[src/rtl/toggle_rate_sequencer.sv]
// toggle_rate_sequencer
//
// Generates the 7-bit TOGGLE_RATE that feeds every DSP column. A start request
// captures the run settings, the rate ramps from 0 to the target in fixed
// increments, holds the plateau for a programmed number of cycles, then ramps
// back down to 0. Every step is at most the programmed increment and lasts the
// programmed dwell, which bounds supply di/dt.
//
// Ports:
//   clk          - clock
//   rst          - asynchronous active-high reset
//   start        - level-sampled start request, honoured in IDLE only
//   abort        - graceful early ramp-down request (UP/HOLD only)
//   target_rate  - plateau rate, captured at start (clamped to MAX_RATE)
//   step         - increment/decrement per step, captured at start (0 -> 1)
//   dwell_cycles - cycles per step, captured at start (0 -> 1)
//   hold_cycles  - plateau length in cycles, captured at start (0 -> 1)
//   TOGGLE_RATE  - registered rate output
//   busy         - high in any state other than IDLE
//   done         - one-cycle pulse on return to IDLE
module toggle_rate_sequencer #(
  parameter int unsigned MAX_RATE = 100,
  parameter int unsigned DWELL_W  = 16,
  parameter int unsigned HOLD_W   = 32
) (
  input  logic               clk,
  input  logic               rst,
  input  logic               start,
  input  logic               abort,
  input  logic [6:0]         target_rate,
  input  logic [6:0]         step,
  input  logic [DWELL_W-1:0] dwell_cycles,
  input  logic [HOLD_W-1:0]  hold_cycles,
  output logic [6:0]         TOGGLE_RATE,
  output logic               busy,
  output logic               done
);

  localparam int unsigned CntW    = (DWELL_W > HOLD_W) ? DWELL_W : HOLD_W;
  localparam logic [6:0]  MaxRate = 7'(MAX_RATE);

  typedef enum logic [1:0] {StIdle, StUp, StHold, StDown} state_e;

  state_e             state_q, state_d;
  logic [CntW-1:0]    cnt_q, cnt_d;
  logic [6:0]         rate_q, rate_d;
  logic [6:0]         tgt_q, tgt_d;
  logic [6:0]         stp_q, stp_d;
  logic [DWELL_W-1:0] dw_q, dw_d;
  logic [HOLD_W-1:0]  hd_q, hd_d;
  logic               busy_q, busy_d;
  logic               done_q, done_d;

  logic [CntW-1:0] dw_last, hd_last;
  logic [7:0]      up_sum;
  logic [6:0]      up_next, down_next, tgt_in;
  logic            dwell_end;

  assign dw_last   = CntW'(dw_q) - CntW'(1);
  assign hd_last   = CntW'(hd_q) - CntW'(1);
  assign dwell_end = (cnt_q == dw_last);

  // 8-bit sum so rate + step can never wrap before the clamp.
  assign up_sum    = {1'b0, rate_q} + {1'b0, stp_q};
  assign up_next   = (up_sum >= {1'b0, tgt_q}) ? tgt_q : up_sum[6:0];
  assign down_next = (rate_q > stp_q) ? (rate_q - stp_q) : 7'd0;
  assign tgt_in    = (target_rate > MaxRate) ? MaxRate : target_rate;

  always_comb begin
    state_d = state_q;
    cnt_d   = cnt_q;
    rate_d  = rate_q;
    tgt_d   = tgt_q;
    stp_d   = stp_q;
    dw_d    = dw_q;
    hd_d    = hd_q;
    busy_d  = 1'b1;
    done_d  = 1'b0;

    case (state_q)
      StIdle: begin
        rate_d = 7'd0;
        cnt_d  = '0;
        busy_d = 1'b0;
        // abort wins over start in IDLE
        if (start && !abort) begin
          tgt_d   = tgt_in;
          stp_d   = (step == 7'd0) ? 7'd1 : step;
          dw_d    = (dwell_cycles == '0) ? DWELL_W'(1) : dwell_cycles;
          hd_d    = (hold_cycles == '0) ? HOLD_W'(1) : hold_cycles;
          busy_d  = 1'b1;
          state_d = (tgt_in == 7'd0) ? StHold : StUp;
        end
      end

      StUp, StHold: begin
        if (abort) begin
          cnt_d = '0;
          if (rate_q == 7'd0) begin
            state_d = StIdle;
            busy_d  = 1'b0;
            done_d  = 1'b1;
          end else begin
            state_d = StDown;
          end
        end else if (state_q == StUp) begin
          if (dwell_end) begin
            rate_d = up_next;
            cnt_d  = '0;
            if (up_next == tgt_q) state_d = StHold;
          end else begin
            cnt_d = cnt_q + CntW'(1);
          end
        end else begin
          if (cnt_q == hd_last) begin
            cnt_d = '0;
            // A zero-target run has nothing to ramp down, so it ends here.
            if (rate_q == 7'd0) begin
              state_d = StIdle;
              busy_d  = 1'b0;
              done_d  = 1'b1;
            end else begin
              state_d = StDown;
            end
          end else begin
            cnt_d = cnt_q + CntW'(1);
          end
        end
      end

      StDown: begin
        if (dwell_end) begin
          rate_d = down_next;
          cnt_d  = '0;
          if (down_next == 7'd0) begin
            state_d = StIdle;
            busy_d  = 1'b0;
            done_d  = 1'b1;
          end
        end else begin
          cnt_d = cnt_q + CntW'(1);
        end
      end

      default: begin
        state_d = StIdle;
        rate_d  = 7'd0;
        cnt_d   = '0;
        busy_d  = 1'b0;
      end
    endcase
  end

  always_ff @(posedge clk or posedge rst) begin
    if (rst) begin
      state_q <= StIdle;
      cnt_q   <= '0;
      rate_q  <= 7'd0;
      tgt_q   <= 7'd0;
      stp_q   <= 7'd0;
      dw_q    <= '0;
      hd_q    <= '0;
      busy_q  <= 1'b0;
      done_q  <= 1'b0;
    end else begin
      state_q <= state_d;
      cnt_q   <= cnt_d;
      rate_q  <= rate_d;
      tgt_q   <= tgt_d;
      stp_q   <= stp_d;
      dw_q    <= dw_d;
      hd_q    <= hd_d;
      busy_q  <= busy_d;
      done_q  <= done_d;
    end
  end

  assign TOGGLE_RATE = rate_q;
  assign busy        = busy_q;
  assign done        = done_q;

endmodule

[config.mk]
export PLATFORM = sky130hd
export DESIGN_NAME = toggle_rate_sequencer
export DESIGN_NICKNAME = d
export VERILOG_FILES = /design/src/rtl/toggle_rate_sequencer.sv
export SDC_FILE = /design/constraint.sdc
export NUM_CORES = 1
export LEC_CHECK = 0
export CORE_MARGIN = 2
export CORE_UTILIZATION = 30
export CTS_CLUSTER_SIZE = 20
export DETAILED_ROUTE_END_ITERATION = 6
export PLACE_DENSITY = 0.53
export SYNTH_ARGS = -nofsm -noshare
export SYNTH_HDL_FRONTEND = slang
export SYNTH_SLANG_ARGS = --single-unit
export TNS_END_PERCENT = 20
[constraint.sdc]
create_clock -name clk -period 4.6 [get_ports clk]
set_input_delay 0.69 -clock clk [delete_from_list [all_inputs] [get_ports clk]]
set_output_delay 0.69 -clock clk [all_outputs]
set_load 0.01 [all_outputs]
# Word level (Yosys, flattened, before mapping)
# Cells that the tools add are included.
dict set report totals {
  ff_bits 105
  latchBits 0
  mem_bits_rw 0
  rom_bits 0
  in_bits 66
  output_inout_bits 9
  word_cells 87
  memories 0
}
dict set report op_classes {
  add_sub_neg 5
  multipliers 0
  div_mod_pow 0
  order_cmp 3
  eq_ne 15
  n_shift 0
  n_mux 42
  bitwise 0
  n_reduce_logical 13
}
# operator n
set ops {}
lappend ops {{two-way mux 32 bit} 5}
lappend ops {{case mux 32 bit (3 select lines)} 1}
lappend ops {{equality test 32 bit} 2}
lappend ops {{two-way mux 7 bit} 8}
lappend ops {{adder 32 x 1 -> 32 bit, second input constant} 1}
lappend ops {{zero test 32 bit} 1}
lappend ops {{subtractor 32 x 1 -> 32 bit, second input constant} 1}
lappend ops {{zero test 7 bit} 4}
lappend ops {{case mux 7 bit (3 select lines)} 1}
lappend ops {{two-way mux 2 bit} 10}
lappend ops {{subtractor 16 x 1 -> 17 bit, second input constant} 1}
lappend ops {{zero test 16 bit} 1}
lappend ops {{two-way mux 16 bit} 1}
lappend ops {{two-way mux 1 bit} 13}
lappend ops {{!= test 2 bit, second input constant} 6}
lappend ops {{!= test 4 bit, second input constant} 3}
lappend ops {{adder 7 x 7 -> 8 bit} 1}
lappend ops {{>= comparator 8 x 7 -> 1 bit} 1}
lappend ops {{equality test 7 bit} 1}
lappend ops {{> comparator 7 bit} 1}
lappend ops {{> comparator 7 bit, second input constant} 1}
lappend ops {{subtractor 7 bit} 1}
lappend ops {{case mux 2 bit (3 select lines)} 1}
lappend ops {{AND reduction 6 bit} 1}
lappend ops {{other kinds (10)} 11}

# Longest topological paths before layout
# Gate-level depths: netlist (run 1).
dict set report depth {
  ltp_word 9
  depth_mapped 17
  mapped_depth_nobuf 16
}

# Least setup slack after synthesis (run 1)
# OpenSTA, ideal clock, no wires.
dict set report synth_timing {
  kind {register to register}
  startpoint {register rate_q[2], in the netlist TOGGLE_RATE[2]}
  endpoint {register state_q[1]}
  setup_ns 0.127
  arrival_time_ns 3.470
  required_time_ns 4.473
  path_slack_ns 1.002
  stages_incl_launch_ff 15
  n_path_buf 1
  period_less_slack_ns 3.598
  path_cell_list {dfrtp_1 > ha_1 > clkbuf_1 > o21bai_1 > a21oi_1 > o21bai_1 > a21oi_1 > xor2_1 > ha_1 > or4_1 > a221oi_1 > o21ai_1 > a311o_1 > o2111a_2 > mux2_1}
}
dict set report synth_via {
  elab_chain_len 6
  elab_cells_between_ends 17
  cone_classes {add/sub: 2; order compare: 2; eq/ne: 3; mux: 7; reduce/logical: 3}
}
# element line
set synth_rtl {}
lappend synth_rtl {{start: declaration} 46} ;# logic [6:0] rate_q, rate_d;
lappend synth_rtl {{start signal: assignment} 168} ;# rate_q <= rate_d;
lappend synth_rtl {{adder 7 x 7 -> 8 bit or zero test 7 bit (tied branches)} {64, 99, 118}}
lappend synth_rtl {{>= comparator 8 x 7 -> 1 bit or two-way mux 2 bit (tied branches)} {65, 99, 118}}
lappend synth_rtl {{two-way mux 7 bit or two-way mux 2 bit (tied branches)} {65, 115}}
lappend synth_rtl {{equality test 7 bit or two-way mux 2 bit (tied branches)} {110, 106}}
lappend synth_rtl {{!= test 4 bit (no source line) or two-way mux 2 bit (tied branches)} n/a}
lappend synth_rtl {{AND reduction 6 bit (no source line) or case mux 2 bit (3 select lines) (tied branches)} n/a}
lappend synth_rtl {{end signal: assignment} 156} ;# state_q <= StIdle;
lappend synth_rtl {{end signal: assignment} 166} ;# state_q <= state_d;
lappend synth_rtl {{end: declaration} 44} ;# state_e state_q, state_d;
# Parallel ways exist; a longest one is shown, timed or not. The select of a mux whose other input is x is not followed.
# A chain may end at the register's enable or synchronous reset.

# Worst setup path in the final report (run 1)
dict set report layout_timing {
  startpoint {register rate_q[0], in the netlist TOGGLE_RATE[0]}
  endpoint {register state_q[1]}
}
# Same word-level chain as after synthesis.

==> run metrics, run 1 <==
status finished, final reports clean; ranking of synthesized cells by area dfrtp_1 (35%), mux2_2 (8.4%), xnor2_1 (7.3%), ha_1 (4.9%), xor2_1 (4.4%); global-route usage over all layers between 10% and 20%; Max Cap Viol 0; Initial Utilization 30.7%; Num Clock Sinks 105; DR pass1 iterations 5; final worst path period share 87.0%; delay of the slowest critical-path stage 460 ps; slowest library cell on the worst path or4_1; crit path max fanout 15; post-CTS setup buffers 0; type of the most critical hold path reg2reg; DR vias/cell roughly 5.1; post-synthesis cell count 800; Core Area 24,400 sq um; number of setup violations in the final report 0; clock latency on the worst-skew pair about 360 ps; Lkg Pwr between 3 and 4 nW; critical setup path kind reg2reg; Core Rows 57; final instance area 8800 sq um; synth cell count leaders dfrtp_1 (105), xnor2_1 (62), mux2_2 (56), nor3_1 (49), inv_1 (46); area share of the largest cell type after synthesis between 30% and 40%; RSZ-0062 raised after global routing no; Crit path required time 4850 ps; die area 26,200 sq um; routed len/inst 16.6 um; Worst Setup Start Kind flop; die outline width between 150 and 200 um; maximum vdd drop between 0.2 and 0.3 mV; Synth Flop Type dfrtp_1; H-tree Lvls 3; n_diodes 0; Worst EP arrival 4250 ps; clk buf depth 2; clock transition at the registers of the reported paths approximately 80 ps; 1st-iter DRT viols 308; CTS tree done; vias in the first global route 5,923; Post-Synth XOR/XNOR Area 12.0%; register area share after synthesis 35.1%; Post-Synth Simple-Gate Area a little over a fifth; Slew headroom 36.0%; Crit. End Element flop; cts hold-fix bufs 0; drc violations 0; die height 162 um; # IOs 75; largest net degree at the start of global routing 69; fraction of the mapped netlist area in adder cells roughly 5.4%; TNS Setup 0 ps; placed cells 1,166; main combinational cell family by area after synthesis simple AND/OR/NAND/NOR gates; CTS resizes 0; most frequent cell after synthesis dfrtp_1; endpoints failing hold 0; gpl congestion 0.873; FFs w/ async S/R, synth 100%; Synth Register Bits 105; antenna violations before repair 0; critical-path cell list ha_1, inv_1, fa_1, o21bai_1, a21oi_1, o21bai_1, a21oi_1, xor2_1, ha_1, or4_1, a221oi_1, o21ai_1, a311o_1, o2111a_2, mux2_1; Clock Skews around 11 ps; Mapped Avg Cell Area 9.35 sq um; share of layout cells above drive strength 1 11.4%; Post-Syn Area 7480 sq um; root buffer cell clkbuf_16; EDFF count, synth 0; Yosys top cell by area dfrtp_1; first-pass GRT wire length 32,000 um; Net Count, Synth 897; Synth Warn # 0; actual slew at the worst max-slew pin approximately 960 ps; final wirelength between 15,000 and 20,000 um; post-synthesis compound-gate area fraction between 10% and 20%; placed inst area 8520 sq um; post-synthesis mux area share 9.12%; dpl hpwl 14,900 um; Netlist cell types 73; Final Critical Period 4000 ps; PortBufs 74; Final ANT Viol Nets 0; total CTS buffers 9; Layout Cells excl Fill 1,182; Power Dens Cells 591 nW/um^2; Congestion Overflow GR 0; Vias approximately 6,000; Area growth syn-to-layout 17.6%; nets 950; Slew Viols, Final 0; Max Clock Freq 250 MHz
## critical path: cells and delay by family, from the launching register on
| kind | cells | cell delay, ps |
|---|---|---|
| buffers and inverters | 1 | 70 |
| AOI/OAI and AO/OA | 8 | 1650 |
| DFF | 1 | 410 |
| muxes | 1 | 310 |
| and+or+nand+nor | 1 | 460 |
| xor gates and xnor gates | 1 | 180 |
| adders and majority gates | 3 | 820 |
## cell families after synthesis
logic type      count (synthesis)
simple gates                  286
compound gates                131
flops                         105
xor+xnor                      101
buf+inv                        85
mux                            61
fa+ha+maj                      31
## registers in the layout, summed over array words and instances (netlist names)
register / cells
cnt_q: 32
hd_q: 32
dw_q: 16
TOGGLE_RATE: 7
stp_q: 7
tgt_q: 7
state_q: 2
busy: 1
done: 1
## cells in the final DEF (no fill, tap or decap), types with 29 or more instances in the layout
| cell type | instances |
|---|---|
| clkdlybuf4s50_1 | 74 |
| nand2_1 | 39 |
| nand3_1 | 29 |
| dfrtp_1 | 105 |
| ha_1 | 29 |
| o21ai_0 | 29 |
| xnor2_1 | 62 |
| nor3_1 | 49 |
| inv_1 | 45 |
| nor2_1 | 41 |
| xor2_1 | 38 |
| mux2_2 | 56 |
## power breakdown
part           internal (mW)  switching, mW  leakage [nW]
Clock                  0.386          0.370         0.133
Sequential              1.24          0.460          1.33
Combinational           1.25           1.50          1.96
Total                   2.87           2.33          3.41
## final timing paths
check / slack, ps / cells past startpoint / start / endpoint
max: 600 / 15 / TOGGLE_RATE[0] / state_q[1]
min: 490 / 2 / tgt_q[3] / tgt_q[3]
max reg2reg: 600 / 15 / TOGGLE_RATE[0] / state_q[1]
min reg2reg: 490 / 2 / tgt_q[3] / tgt_q[3]
max in group asynchronous: 2920 / 3 / rst / dw_q[0]
min in group asynchronous: 860 / 2 / rst / stp_q[2]
## routing by layer
metal | part of all wire (%) | global-route usage, % | vias to the layer above
li1 | - | - | 3015
met1 | 52 | 22.7 | 2914
met2 | 42 | 22.5 | 133
met3 | 4.3 | 2.48 | 20
met4 | 1.6 | 4.55 | 0
met5 | 0 | 0 | -
## stage by stage
stage	setup slack, ps	util, %	power (mW)	hold slack, ps
5_1_grt	257	36.1	5.64	525
2_1_floorplan	1000	-	3.71	450
4_1_cts	604	36.1	5.23	496
6_report	598	36.1	5.20	490
3_3_place_gp	700	34.9	4.44	469
3_5_place_dp	623	34.9	4.44	478
## cell type report
class | count | area, sq um
Multi-Input combinational cell | 610 | 4520
Fill cell | 2527 | 15600
Sequential cell | 105 | 2630
Inverter | 46 | 175
Tap cell | 324 | 405
Clock inverter | 5 | 37.5
Clock buffer | 11 | 243
Timing Repair Buffer | 81 | 793
No activity file was read; power rests on OpenSTA's default activity.
==> run 2: changes to the inputs <==
Settings changed: CTS_CLUSTER_SIZE 20 to 8, DONT_BUFFER_PORTS from default to 1, PLACE_DENSITY 0.53 to 0.5.
==> run 2 against run 1 <==
  * Power shrank 1.0%
  * Core utilization shrank 3.0 points
  * Clock-buffer cell count shrank 1
  * Largest cell class unchanged
==> run metrics, run 2 (synthesis gave the netlist of run 1 again) <==
status finished, final reports clean; Register-to-Register Setup Slack 740 ps; Core Area between 20,000 and 25,000 sq um; drc violations 0; Total Power around 5.1 mW; # IOs 75; Power Dens Cells 639 nW/um^2; largest net degree at the start of global routing 78; RR Endpoint cnt_q[27]; CTS tree done; Top Registers cnt_q (32), hd_q (32), dw_q (16); H-tree Lvls 3; most frequent cells in the layout dfrtp_1 (105), xnor2_1 (62), mux2_2 (56); Worst EP arrival slightly above 4000 ps; final wirelength 19,500 um; Worst Setup Start Kind flop; first-pass GRT wire length 31,400 um; dpl hpwl approximately 15,000 um; clk buf depth 2; Max Cap Viol 0; pre-CTS setup slack about 760 ps; cts hold-fix bufs 0; Slew headroom 33.3%; global-route usage over all layers 15.2%; critical setup path kind reg2reg; n_diodes 0; Core Rows 57; Clock Skews ~9.4 ps; routed len/inst 17.6 um; share of layout cells above drive strength 1 12.4%; final worst path period share 83.9%; CP startpoint hd_q[4]; Final Critical Period 3860 ps; Crit path required time between 4000 and 5000 ps; type of the most critical hold path in2async; Layout Cells excl Fill around 1,100; clock latency on the worst-skew pair 360 ps; Reg2Reg Launch Point hd_q[4]; antenna violations before repair 0; Final WS setup 739 ps; die height 162 um; endpoints failing hold 0; die area 26,200 sq um; Congestion Overflow GR 0; die outline width 162 um; Initial Utilization 30.7%; Lkg Pwr 3.13 nW; clock transition at the registers of the reported paths around 70 ps; Crit. End Element flop; crit path max fanout 32; 1st-iter DRT viols 333; Slew Viols, Final 0; maximum vdd drop 0.227 mV; Final ANT Viol Nets 0; vias in the first global route 5,670; DR pass1 iterations 4; root buffer cell clkbuf_16; TNS Setup 0 ps; post-CTS setup buffers 0; total CTS buffers 9; placed cells 1,092; r2r worst-path depth 9; Area growth syn-to-layout 7.78%; actual slew at the worst max-slew pin 1000 ps; CTS resizes 0; Num Clock Sinks approximately 110; DR vias/cell 5.26; PortBufs 0; number of setup violations in the final report 0; nets 876; RSZ-0062 raised after global routing no; Vias roughly 5,800; gpl congestion between 0.8 and 0.9; most common cell after layout, fill and taps aside dfrtp_1; post-layout util about a third; CP endpoint cnt_q[27]; Max Clock Freq 259 MHz
==> run 2: changes by cell type in the layout (fill, tap and decap cells not counted) <==
cell             previous run  this run
bufinv_16                   0         1
clkbuf_8                    1         0
clkdlybuf4s50_1            74         0
clkinv_2                    1         2
clkinvlp_4                  2         1
inv_6                       2         1
==> run 2: power by group <==
group | internal [mW] | total (mW) | switching (mW)
registers | 1.24 | 1.71 | 0.476
logic | 1.20 | 2.66 | 1.46
clock network | 0.420 | 0.779 | 0.359
==> run 2: critical path, cell delays in order (launching register included) <==
cell and delay, ps:
dfrtp_1 420, or4_1 730, or4_4 630, nor4_2 250
a31oi_1 140, a211oi_2 220, o2111ai_1 200, o31ai_1 370
o22a_2 630, nor3_1 110
==> run 2: layer usage <==
metal	track usage [%]	up-vias	wire, um
li1	-	2869	-
met1	23.3	2825	10200
met2	22.0	116	8080
met3	3.24	10	962
met4	2.86	0	184
met5	0	-	0
==> run 2: metrics by stage <==
stage          hold WS, ps  cell area, sq um
6_report               417              8060
5_1_grt                446              8060
4_1_cts                445              8060
3_5_place_dp           490              7780
3_3_place_gp           466              7780
2_1_floorplan          450              7480
==> run 2: worst min path at each step <==
stage                              start  cells after the start  slack (ps)       end
after detailed placement        tgt_q[3]                      2         490  tgt_q[3]
after CTS                 target_rate[1]                      1         450  tgt_q[1]
final                                rst                      1         420  stp_q[0]
after global placement          tgt_q[3]                      2         470  tgt_q[3]
after floorplan                 tgt_q[3]                      2         450  tgt_q[3]
after global routing      target_rate[2]                      2         450  tgt_q[2]
==> run 2: cell type report <==
| class | instances | area, sq um |
|---|---|---|
| tap | 324 | 405 |
| inverter | 46 | 175 |
| fill | 2561 | 16300 |
| timing repair buffer | 7 | 52.6 |
| multi-input combinational | 610 | 4520 |
| sequential | 105 | 2630 |
| clock buffer | 10 | 229 |
| clock inverter | 5 | 56.3 |
